**src/rtl/rv_imem_pkg.sv**
```systemverilog
// Shared types and helpers for the instruction-fetch responder.
package rv_imem_pkg;

  typedef enum logic {
    IMEM_IDLE = 1'b0,
    IMEM_WAIT = 1'b1
  } imem_state_e;

  // Default word for out-of-range fetches; all-zero decodes as illegal.
  localparam logic [31:0] IMEM_OOR_DEFAULT = 32'h0000_0000;

  localparam int unsigned IMEM_CNT_BITS = 4;

  // Address is passed zero-extended, so any bit above the SRAM word index
  // marks it out of range; when the bus is no wider than the index the shift
  // leaves only zeros and the check folds away.
  function automatic logic imem_out_of_range(input logic [63:0] addr,
                                             input int unsigned word_bits);
    return (addr >> (word_bits + 2)) != '0;
  endfunction

endpackage

```
**src/rtl/rv_imem_hitbuf.sv**
```systemverilog
// One-word instruction hit buffer: tag/data/valid register with tag compare.
module rv_imem_hitbuf
  import rv_imem_pkg::*;
#(
  parameter int unsigned TAG_W  = 14,
  parameter bit          ENABLE = 1'b1
) (
  input  logic             clk_i,
  input  logic             rst_ni,
  input  logic [TAG_W-1:0] lookup_tag_i,
  output logic             hit_o,
  output logic [31:0]      data_o,
  input  logic             wr_en_i,
  input  logic [TAG_W-1:0] wr_tag_i,
  input  logic [31:0]      wr_data_i,
  input  logic             inv_i
);

  logic             valid_q, valid_d;
  logic [TAG_W-1:0] tag_q, tag_d;
  logic [31:0]      data_q, data_d;

  // Fill on returning SRAM data, drop on an out-of-range response.
  always_comb begin
    valid_d = valid_q;
    tag_d   = tag_q;
    data_d  = data_q;
    if (wr_en_i) begin
      valid_d = 1'b1;
      tag_d   = wr_tag_i;
      data_d  = wr_data_i;
    end else if (inv_i) begin
      valid_d = 1'b0;
    end
  end

  // Buffer registers.
  always_ff @(posedge clk_i or negedge rst_ni) begin
    if (!rst_ni) begin
      valid_q <= 1'b0;
      tag_q   <= '0;
      data_q  <= '0;
    end else begin
      valid_q <= valid_d;
      tag_q   <= tag_d;
      data_q  <= data_d;
    end
  end

  assign hit_o  = ENABLE && valid_q && (tag_q == lookup_tag_i);
  assign data_o = data_q;

endmodule

```
**src/rtl/rv_imem_resp.sv**
```systemverilog
// Instruction-fetch responder in front of a 1-cycle-latency SRAM macro,
// with optional wait states and a one-word hit buffer.
module rv_imem_resp
  import rv_imem_pkg::*;
#(
  parameter int unsigned IADDR_SPACE_BITS = 16,
  parameter int unsigned MEM_WORDS_BITS   = 12,
  parameter int unsigned WAIT_STATES      = 0,
  parameter bit          HIT_BUFFER       = 1'b1,
  parameter logic [31:0] OOR_INSTR        = IMEM_OOR_DEFAULT
) (
  input  logic                        i_clk,
  input  logic                        i_reset_n,
  input  logic                        i_cyc,
  input  logic [IADDR_SPACE_BITS-1:0] i_addr,
  output logic                        o_ack,
  output logic [31:0]                 o_instruction,
  output logic [MEM_WORDS_BITS-1:0]   o_mem_addr,
  output logic                        o_mem_re,
  input  logic [31:0]                 i_mem_rdata,
  output logic                        o_busy
);

  localparam int unsigned TAG_W = IADDR_SPACE_BITS - 2;
  localparam bit          NO_WAIT = (WAIT_STATES == 0);
  localparam logic [IMEM_CNT_BITS-1:0] CNT_START = IMEM_CNT_BITS'(WAIT_STATES - 1);

  if (WAIT_STATES > 15) begin : g_ws_range
    $error("rv_imem_resp: WAIT_STATES must be within 0..15");
  end

  imem_state_e              state_q, state_d;
  logic [IMEM_CNT_BITS-1:0] cnt_q, cnt_d;
  logic [TAG_W-1:0]         wait_tag_q, wait_tag_d;

  logic                     sram_pend_q, oor_pend_q;
  logic [TAG_W-1:0]         pend_tag_q;
  logic [31:0]              instr_q;

  logic [63:0]              addr_ext;
  logic [TAG_W-1:0]         req_tag;
  logic                     req_oor;
  logic                     req;
  logic                     hit;
  logic [31:0]              hit_data;
  logic                     ack, mem_re, busy, ack_hit, ack_oor;

  assign addr_ext   = 64'(i_addr);
  assign req_tag    = i_addr[IADDR_SPACE_BITS-1:2];
  assign req_oor    = imem_out_of_range(addr_ext, MEM_WORDS_BITS);
  // Gating with reset keeps ack/read low while reset is held, even with a
  // zero-wait configuration whose IDLE ack is purely combinational.
  assign req        = i_cyc & i_reset_n;
  assign o_mem_addr = addr_ext[MEM_WORDS_BITS+1:2];

  rv_imem_hitbuf #(
    .TAG_W  (TAG_W),
    .ENABLE (HIT_BUFFER)
  ) u_hitbuf (
    .clk_i        (i_clk),
    .rst_ni       (i_reset_n),
    .lookup_tag_i (req_tag),
    .hit_o        (hit),
    .data_o       (hit_data),
    .wr_en_i      (sram_pend_q),
    .wr_tag_i     (pend_tag_q),
    .wr_data_i    (i_mem_rdata),
    .inv_i        (oor_pend_q)
  );

  // FSM state and wait counter registers.
  always_ff @(posedge i_clk or negedge i_reset_n) begin
    if (!i_reset_n) begin
      state_q    <= IMEM_IDLE;
      cnt_q      <= '0;
      wait_tag_q <= '0;
    end else begin
      state_q    <= state_d;
      cnt_q      <= cnt_d;
      wait_tag_q <= wait_tag_d;
    end
  end

  // Next state: enter WAIT on a slow miss, leave on abort/redirect or expiry.
  always_comb begin
    state_d    = state_q;
    cnt_d      = cnt_q;
    wait_tag_d = wait_tag_q;
    unique case (state_q)
      IMEM_IDLE: begin
        if (req && !(hit || req_oor || NO_WAIT)) begin
          state_d    = IMEM_WAIT;
          cnt_d      = CNT_START;
          wait_tag_d = req_tag;
        end
      end
      IMEM_WAIT: begin
        if (!req || (req_tag != wait_tag_q)) begin
          state_d = IMEM_IDLE;
        end else if (cnt_q != '0) begin
          cnt_d = cnt_q - 1'b1;
        end else begin
          state_d = IMEM_IDLE;
        end
      end
      default: state_d = IMEM_IDLE;
    endcase
  end

  // Outputs: ack, SRAM read strobe and the kind of response being launched.
  always_comb begin
    ack     = 1'b0;
    mem_re  = 1'b0;
    busy    = 1'b0;
    ack_hit = 1'b0;
    ack_oor = 1'b0;
    unique case (state_q)
      IMEM_IDLE: begin
        if (req && (hit || req_oor || NO_WAIT)) begin
          ack     = 1'b1;
          ack_hit = hit;
          ack_oor = !hit && req_oor;
          mem_re  = !hit && !req_oor;
        end
      end
      IMEM_WAIT: begin
        busy = i_reset_n;
        if (req && (req_tag == wait_tag_q) && (cnt_q == '0)) begin
          ack     = 1'b1;
          ack_oor = req_oor;
          mem_re  = !req_oor;
        end
      end
      default: ;
    endcase
  end

  // Response pipeline: SRAM data bypasses straight out in the cycle it
  // arrives and is captured for holding; hit/OOR words are captured at ack
  // time because the buffer may be rewritten on that same edge.
  always_ff @(posedge i_clk or negedge i_reset_n) begin
    if (!i_reset_n) begin
      sram_pend_q <= 1'b0;
      oor_pend_q  <= 1'b0;
      pend_tag_q  <= '0;
      instr_q     <= OOR_INSTR;
    end else begin
      sram_pend_q <= mem_re;
      oor_pend_q  <= ack_oor;
      if (mem_re) begin
        pend_tag_q <= req_tag;
      end
      if (ack_hit) begin
        instr_q <= hit_data;
      end else if (ack_oor) begin
        instr_q <= OOR_INSTR;
      end else if (sram_pend_q) begin
        instr_q <= i_mem_rdata;
      end
    end
  end

  assign o_ack         = ack;
  assign o_mem_re      = mem_re;
  assign o_busy        = busy;
  assign o_instruction = sram_pend_q ? i_mem_rdata : instr_q;

endmodule

```
**config.mk**
```make
export PLATFORM = sky130hd
export DESIGN_NAME = rv_imem_resp
export DESIGN_NICKNAME = d
export VERILOG_FILES = /design/src/rtl/rv_imem_pkg.sv /design/src/rtl/rv_imem_hitbuf.sv /design/src/rtl/rv_imem_resp.sv
export SDC_FILE = /design/constraint.sdc
export NUM_CORES = 1
export LEC_CHECK = 0
export ABC_AREA = 1
export BUFFER_PORTS_ARGS = -buffer_cell sky130_fd_sc_hd__buf_2
export CORE_AREA = 2 2 107 109
export CTS_CLUSTER_DIAMETER = 120
export DETAILED_ROUTE_END_ITERATION = 10
export DIE_AREA = 0 0 109 111
export PLACE_DENSITY = 0.67
export SLEW_MARGIN = 20
export SYNTH_ARGS = -nofsm -noshare
export SYNTH_HDL_FRONTEND = slang
export SYNTH_SLANG_ARGS = --single-unit
```
**constraint.sdc**
```tcl
create_clock -name i_clk -period 2.1 [get_ports i_clk]
set_clock_uncertainty 0.2 [all_clocks]
set_input_delay 0.42 -clock i_clk [delete_from_list [all_inputs] [get_ports i_clk]]
set_output_delay 0.42 -clock i_clk [all_outputs]
set_load 0.02 [all_outputs]
```
**Word level (Yosys, flattened, before mapping)**

Index checks and enable logic that the tools add are counted.

- Add/sub/neg operators: 1
- $mul: 0
- Div/mod/pow operators: 0
- Order comparisons: 0
- Equal/unequal tests: 1
- Shift operators: 0
- Multiplexer cells: 20
- Bitwise operators: 3
- Reduce and logical (&&, ||, !) cells: 16

Operators with widths:

| kind | count |
|---|---|
| $mux 32 | 3 |
| $reduce_bool 64->1 | 1 |
| $eq 14x14->1 | 1 |
| $logic_not 14->1 | 1 |
| $mux 1 | 14 |
| $reduce_bool 14->1 | 1 |
| $pmux 1 s2 | 3 |
| $logic_and 1x1->1 | 5 |
| $logic_not 4->1 | 1 |
| $reduce_bool 4->1 | 1 |
| $sub 4x1->4 const B | 1 |
| $logic_not 1->1 | 3 |
| $reduce_and 3->1 | 1 |
| $not 1->1 | 2 |
| $reduce_bool 2->1 | 1 |
| $and 1x1->1 | 1 |
| $logic_or 1x1->1 | 1 |

- Register bits after elaboration: 100
- Bits in latches: 0
- Memory bits (writable): 0
- Bits in read-only memories: 0
- Input bits: 51
- Output and inout port bits: 47
- Memories: 0

**Logic depth before layout (Yosys ltp)**

- Depth in word-level cells: 8
- Gate-level depth with buffers: 12
- Depth with buffers taken out: 11

**Modules after synthesis**

A second synthesis with hierarchy kept.

- Cells, all modules: 570
- Area, all modules: 4,817.1 um2

Modules (own cells, without submodules):

| module | instances | cells each | area each (um2) | seq. area each (um2) |
|---|---|---|---|---|
| rv_imem_resp | 1 | 307 | 2,765.2 | 1,326.3 |
| rv_imem_hitbuf | 1 | 263 | 2,052.0 | 1,176.1 |

**Worst setup path after synthesis**

Ideal clock, no wire load.

- Path type: register to output
- Start point: register cnt_q[0]
- End point: output port o_mem_re
- Arrival: 1,490 ps
- Required time: 1,480 ps
- Slack: -10 ps
- Cell stages (with the launch flop): 10
- Buffers on the path: 1
- Cell sequence: dfrtp_1 inv_1 ha_1 nand2_1 nor2_1 nand4_2 nand2_2 nand3_4 buf_6 inv_1

- Word-level cells in the longest chain between the ends: 4

Ends and longest elaborated chain:

| element | line | text |
|---|---|---|
| start, declared | rv_imem_resp.sv:33 | `logic [IMEM_CNT_BITS-1:0] cnt_q, cnt_d;` |
| start signal, assigned | rv_imem_resp.sv:79 | `cnt_q <= cnt_d;` |
| $logic_not 4->1 | rv_imem_resp.sv:128 | `if (req && (req_tag == wait_tag_q) && (cnt_q == '0)) begin` |
| $logic_and 1x1->1 | rv_imem_resp.sv:128 |  |
| $mux 1 | rv_imem_resp.sv:128 |  |
| $pmux 1 s2 | rv_imem_resp.sv:117 | `unique case (state_q)` |
| end, declared | rv_imem_resp.sv:19 | `output logic o_mem_re,` |

Every way passes these cells.

**Final worst setup path**

- Start point: register u_hitbuf.tag_q[9]
- End point: output port o_mem_re

- Word-level cells in the longest chain between the ends: 6

Ends and longest elaborated chain:

| element | line | text |
|---|---|---|
| start, declared | rv_imem_hitbuf.sv:20 | `logic [TAG_W-1:0] tag_q, tag_d;` |
| start signal, assigned | rv_imem_hitbuf.sv:45 | `tag_q <= tag_d;` |
| $eq 14x14->1 | rv_imem_hitbuf.sv:50 | `assign hit_o = ENABLE && valid_q && (tag_q == lookup_tag_i);` |
| $logic_and 1x1->1 | rv_imem_hitbuf.sv:50 |  |
| $logic_not 1->1 | rv_imem_resp.sv:123 | `mem_re = !hit && !req_oor;` |
| $logic_and 1x1->1 | rv_imem_resp.sv:123 |  |
| $mux 1 | rv_imem_resp.sv:119 | `if (req && (hit \|\| req_oor \|\| NO_WAIT)) begin` |
| $pmux 1 s2 | rv_imem_resp.sv:117 |  |

Every way passes these cells.

==> tab_implementation.tex <==
\begin{tabular}{lr}
\hline
Metric & Value \\
\hline
\multicolumn{2}{l}{\textbf{Status}} \\
\quad Result of the run & complete, but fails checks \\
\quad Violations in the final reports & negative setup slack \\
\multicolumn{2}{l}{\textbf{Worst hold path}} \\
\quad Min-Delay Path Class & input port to flop \\
\multicolumn{2}{l}{\textbf{Place}} \\
\quad Placement-stage cell area & 5660 um2 \\
\quad Global placer's final weighted congestion & about 0.80 \\
\quad Placement-stage worst setup slack & -0.113 ns \\
\quad Dpl hpwl & 7860 um \\
\quad Number of I/O port buffers & 95 \\
\multicolumn{2}{l}{\textbf{Final layout}} \\
\quad Highest-count cells in the layout ignoring fill and taps & 357 x sky130\_fd\_sc\_hd\_\_nand2\_1, 99 x sky130\_fd\_sc\_hd\_\_dfrtp\_1, 90 x sky130\_fd\_sc\_hd\_\_buf\_2, 64 x sky130\_fd\_sc\_hd\_\_inv\_1, 45 x sky130\_fd\_sc\_hd\_\_buf\_4 \\
\quad Final std cell area, no fill & 6450 um2 \\
\quad Flip-flop and latch area & 2500 um2 \\
\quad Fraction of final layout cells with drive strength greater than 1 & a little over a quarter \\
\quad Area used by multi-input combinational logic & 1960 um2 \\
\quad Diodes inserted & 0 \\
\quad Commonest non-fill, non-tap cell in the layout & sky130\_fd\_sc\_hd\_\_nand2\_1 \\
\quad Final core occ & 58.2\% \\
\quad Signed area change from the synthesized netlist to the final layout & 33.5\% \\
\quad Number of filler instances in the final layout & 986 \\
\quad Nets & 837 \\
\multicolumn{2}{l}{\textbf{Job}} \\
\quad Maximum capacitance violations & 0 \\
\multicolumn{2}{l}{\textbf{Clocking}} \\
\quad Clock transition at the register clock pins on the worst setup and hold paths after CTS & 0.07 ns \\
\quad Total clock sinks & 100 \\
\quad Worst-Skew Late Latency & 0.34 ns \\
\quad Clock tree from TritonCTS & built \\
\quad Count of H-tree levels built during CTS & 3 \\
\quad Clock tree root buffer cell & sky130\_fd\_sc\_hd\_\_clkbuf\_16 \\
\quad Number of buffers created by CTS & 9 \\
\quad CTS max path bufs & 2 \\
\multicolumn{2}{l}{\textbf{GRT}} \\
\quad All-Layer GR Usage & 20.7\% \\
\quad Wire length of the first global-routing pass & 19700 um \\
\quad Number of antenna violations at the first check in global routing & 0 \\
\quad Largest net degree at the start of global routing & 42 \\
\quad Final global-route overflow total & 0 \\
\quad Number of global-route vias before repair & 4268 \\
\multicolumn{2}{l}{\textbf{Setup path}} \\
\quad Critical path capture point type & primary output \\
\quad Critical Path, Cell by Cell & inv\_1 -> nand2\_1 -> nand2\_1 -> nor2\_2 -> nand2\_1 -> nor2\_2 -> buf\_6 -> nand3\_4 -> nand3\_4 -> clkinvlp\_4 -> buf\_6 \\
\quad Delay of the slowest cell on the worst path & about 0.35 ns \\
\quad Data required time of the worst path & 1.48 ns \\
\quad Arrival time reported for the critical path endpoint & 1.70 ns \\
\quad Crit path kind & flop to primary output \\
\quad Most used cell along the critical path & sky130\_fd\_sc\_hd\_\_nand2\_1 \\
\quad Worst Path Max Fanout & 2 \\
\quad Highest-delay cell along the critical path & sky130\_fd\_sc\_hd\_\_dfrtp\_1 \\
\quad Critical Path Source Type & flop \\
\multicolumn{2}{l}{\textbf{Timing}} \\
\quad Slew Viols, Final & 0 \\
\quad Period utilization & 110\% \\
\quad Worst-Margin Slew & 0.549 ns \\
\quad Worst slew slack as a fraction of its limit & 63.4\% \\
\quad Hold Vio Cnt, Final & 0 \\
\quad Final worst slack & -0.218 ns \\
\quad Final number of setup-violating endpoints & 35 \\
\quad Highest clock rate & 431 MHz \\
\quad RSZ-0062 raised after global routing & true \\
\quad Time the final worst path needs with I/O delays and setup & 2.32 ns \\
\multicolumn{2}{l}{\textbf{Synthesis}} \\
\quad Total of flip-flops plus latches after synthesis & 100 \\
\quad Average instance area after synthesis & 7.41 um2 \\
\quad Synth Net Count & 705 \\
\quad Post-synth cell types & 23 \\
\quad Synth top area share & 51.8\% \\
\quad Post-synth top area cell & sky130\_fd\_sc\_hd\_\_dfrtp\_1 \\
\quad Area of the mapped netlist & just under 5000 um2 \\
\quad Top area cells in the synthesized netlist & sky130\_fd\_sc\_hd\_\_dfrtp\_1 52\%, sky130\_fd\_sc\_hd\_\_nand2\_1 29\%, sky130\_fd\_sc\_hd\_\_inv\_1 5.3\% \\
\quad Gate count after technology mapping & 652 \\
\quad Seq/Total Area, Yosys & about 52\% \\
\quad Yosys warning count & 0 \\
\multicolumn{2}{l}{\textbf{Routing}} \\
\quad 1st-pass router iterations & 5 \\
\quad Post-route DRC violation count & 0 \\
\quad Routed vias & about 4400 \\
\quad Mean number of vias per cell & 4.72 \\
\quad Post-detailed-route count of antenna-violating nets & 0 \\
\quad Initial drt markers & 199 \\
\quad Average routed wire per standard cell & 13.5 um \\
\quad Final wirelength & approximately 13000 um \\
\multicolumn{2}{l}{\textbf{Power}} \\
\quad Reported leakage power & around 4.0 nW \\
\quad Pwr per Cell Area & 771 nW/um2 \\
\quad Worst VDD drop & 376 uV \\
\multicolumn{2}{l}{\textbf{Floorplan}} \\
\quad Std-Cell Rows & 39 \\
\quad I/O pins & 98 \\
\quad Die height & 111 um \\
\quad Starting density of the core & a little over two fifths \\
\quad Area inside the core boundary & 11100 um2 \\
\quad Die footprint & 12100 um2 \\
\quad Die X-Extent & 109 um \\
\hline
\end{tabular}
==> logic make-up (layout without fill, tap and decap cells) <==
kind of cell | count (synthesis) | count (layout) | synth area share, %
xor+xnor | 3 | 3 | 0.544
simple gates | 422 | 422 | 35.0
mux | 1 | 1 | 0.207
compound gates | 16 | 16 | 1.66
fa+ha+maj | 2 | 2 | 0.518
flops | 100 | 100 | 51.8
buf+inv | 108 | 244 | 10.3
==> area by class of cell <==
type / count / share of cell area, %
well taps: 143 / 2.77
multi-input cells: 444 / 30.4
clock buffers: 9 / 3.49
clock inverters: 6 / 1.40
flip-flops and latches: 100 / 38.8
inverters: 69 / 4.15
repair buffers: 160 / 19.0
==> worst max-delay path: cells and delay by family (launching register included) <==
kind | cells | cell delay [ns]
simple gates | 7 | 0.60
buf+inv | 4 | 0.39
flops | 1 | 0.35
==> path summary, 6_finish.rpt <==
| check | startpoint | to | cells past startpoint | slack (ns) |
|---|---|---|---|---|
| worst min-delay path | i_mem_rdata[23] | u_hitbuf.data_o[23] | 3 | 0.09 |
| worst max register to register | cnt_q[1] | instr_q[13] | 13 | -0.10 |
| min in group asynchronous | i_reset_n | u_hitbuf.tag_q[0] | 3 | 0.33 |
| max in group asynchronous | i_reset_n | sram_pend_q | 4 | 0.45 |
| worst min register to register | oor_pend_q | u_hitbuf.valid_q | 1 | 0.24 |
| worst max-delay path | u_hitbuf.tag_q[9] | o_mem_re | 11 | -0.22 |
==> per-layer routing <==
layer	GRT usage (%)	share of wire (%)
met5	0	0
met4	8.12	2.2
met3	2.88	5.4
met2	33.9	48
met1	27.6	44
==> state kept, by name, summed over array words and instances, names as in the netlist <==
signal / count
instr_q: 32
u_hitbuf.data_o: 32
pend_tag_q: 14
u_hitbuf.tag_q: 14
cnt_q: 4
oor_pend_q: 1
sram_pend_q: 1
state_q: 1
u_hitbuf.valid_q: 1
==> what timing repair did <==
item                                    4_1_cts  5_1_grt
gates cloned                                  0        7
gates resized for setup                      14       40
endpoints found under the setup margin        2       60
pin swaps                                    10       11
hold buffers                                  2        0
endpoints found under the hold margin        19        0
setup buffers                                16        5
==> report_power, final <==
group | internal (W) | switching (W) | leakage (nW)
registers | 0.00220 | 0.000140 | 1.28
clock network | 0.00104 | 0.000730 | 0.151
logic | 0.000334 | 0.000525 | 2.52
==> metrics by stage <==
stage	instances	TNS (ns)	hold slack, ns	total power, W
2_1_floorplan	652	0	-0.0756	0.00286
3_3_place_gp	891	-1.14	0.137	0.00313
3_5_place_dp	891	-2.35	0.140	0.00318
4_1_cts	924	-0.615	0.0889	0.00496
5_1_grt	931	-6.57	0.0980	0.00525
6_report	931	-2.53	0.0945	0.00497
==> synth_stat cells <==
library cell               instances
sky130_fd_sc_hd__nand2_1         377
sky130_fd_sc_hd__dfrtp_1         100
sky130_fd_sc_hd__inv_1            68
sky130_fd_sc_hd__nor2_1           18
sky130_fd_sc_hd__clkbuf_1         15
sky130_fd_sc_hd__o21ai_0          15
sky130_fd_sc_hd__buf_4            14
sky130_fd_sc_hd__nand4_1          13
sky130_fd_sc_hd__buf_2             6
sky130_fd_sc_hd__buf_6             4
sky130_fd_sc_hd__nand3_1           4
sky130_fd_sc_hd__ha_1              2
sky130_fd_sc_hd__nand2_2           2
sky130_fd_sc_hd__nand3_2           2
sky130_fd_sc_hd__nand3_4           2
sky130_fd_sc_hd__nor2_4            2
sky130_fd_sc_hd__xnor2_1           2
sky130_fd_sc_hd__a21oi_1           1
sky130_fd_sc_hd__inv_2             1
sky130_fd_sc_hd__mux2i_1           1
sky130_fd_sc_hd__nand4_2           1
sky130_fd_sc_hd__nor2_2            1
sky130_fd_sc_hd__xor2_1            1
Note: power is estimated with default switching activity, not from simulation.
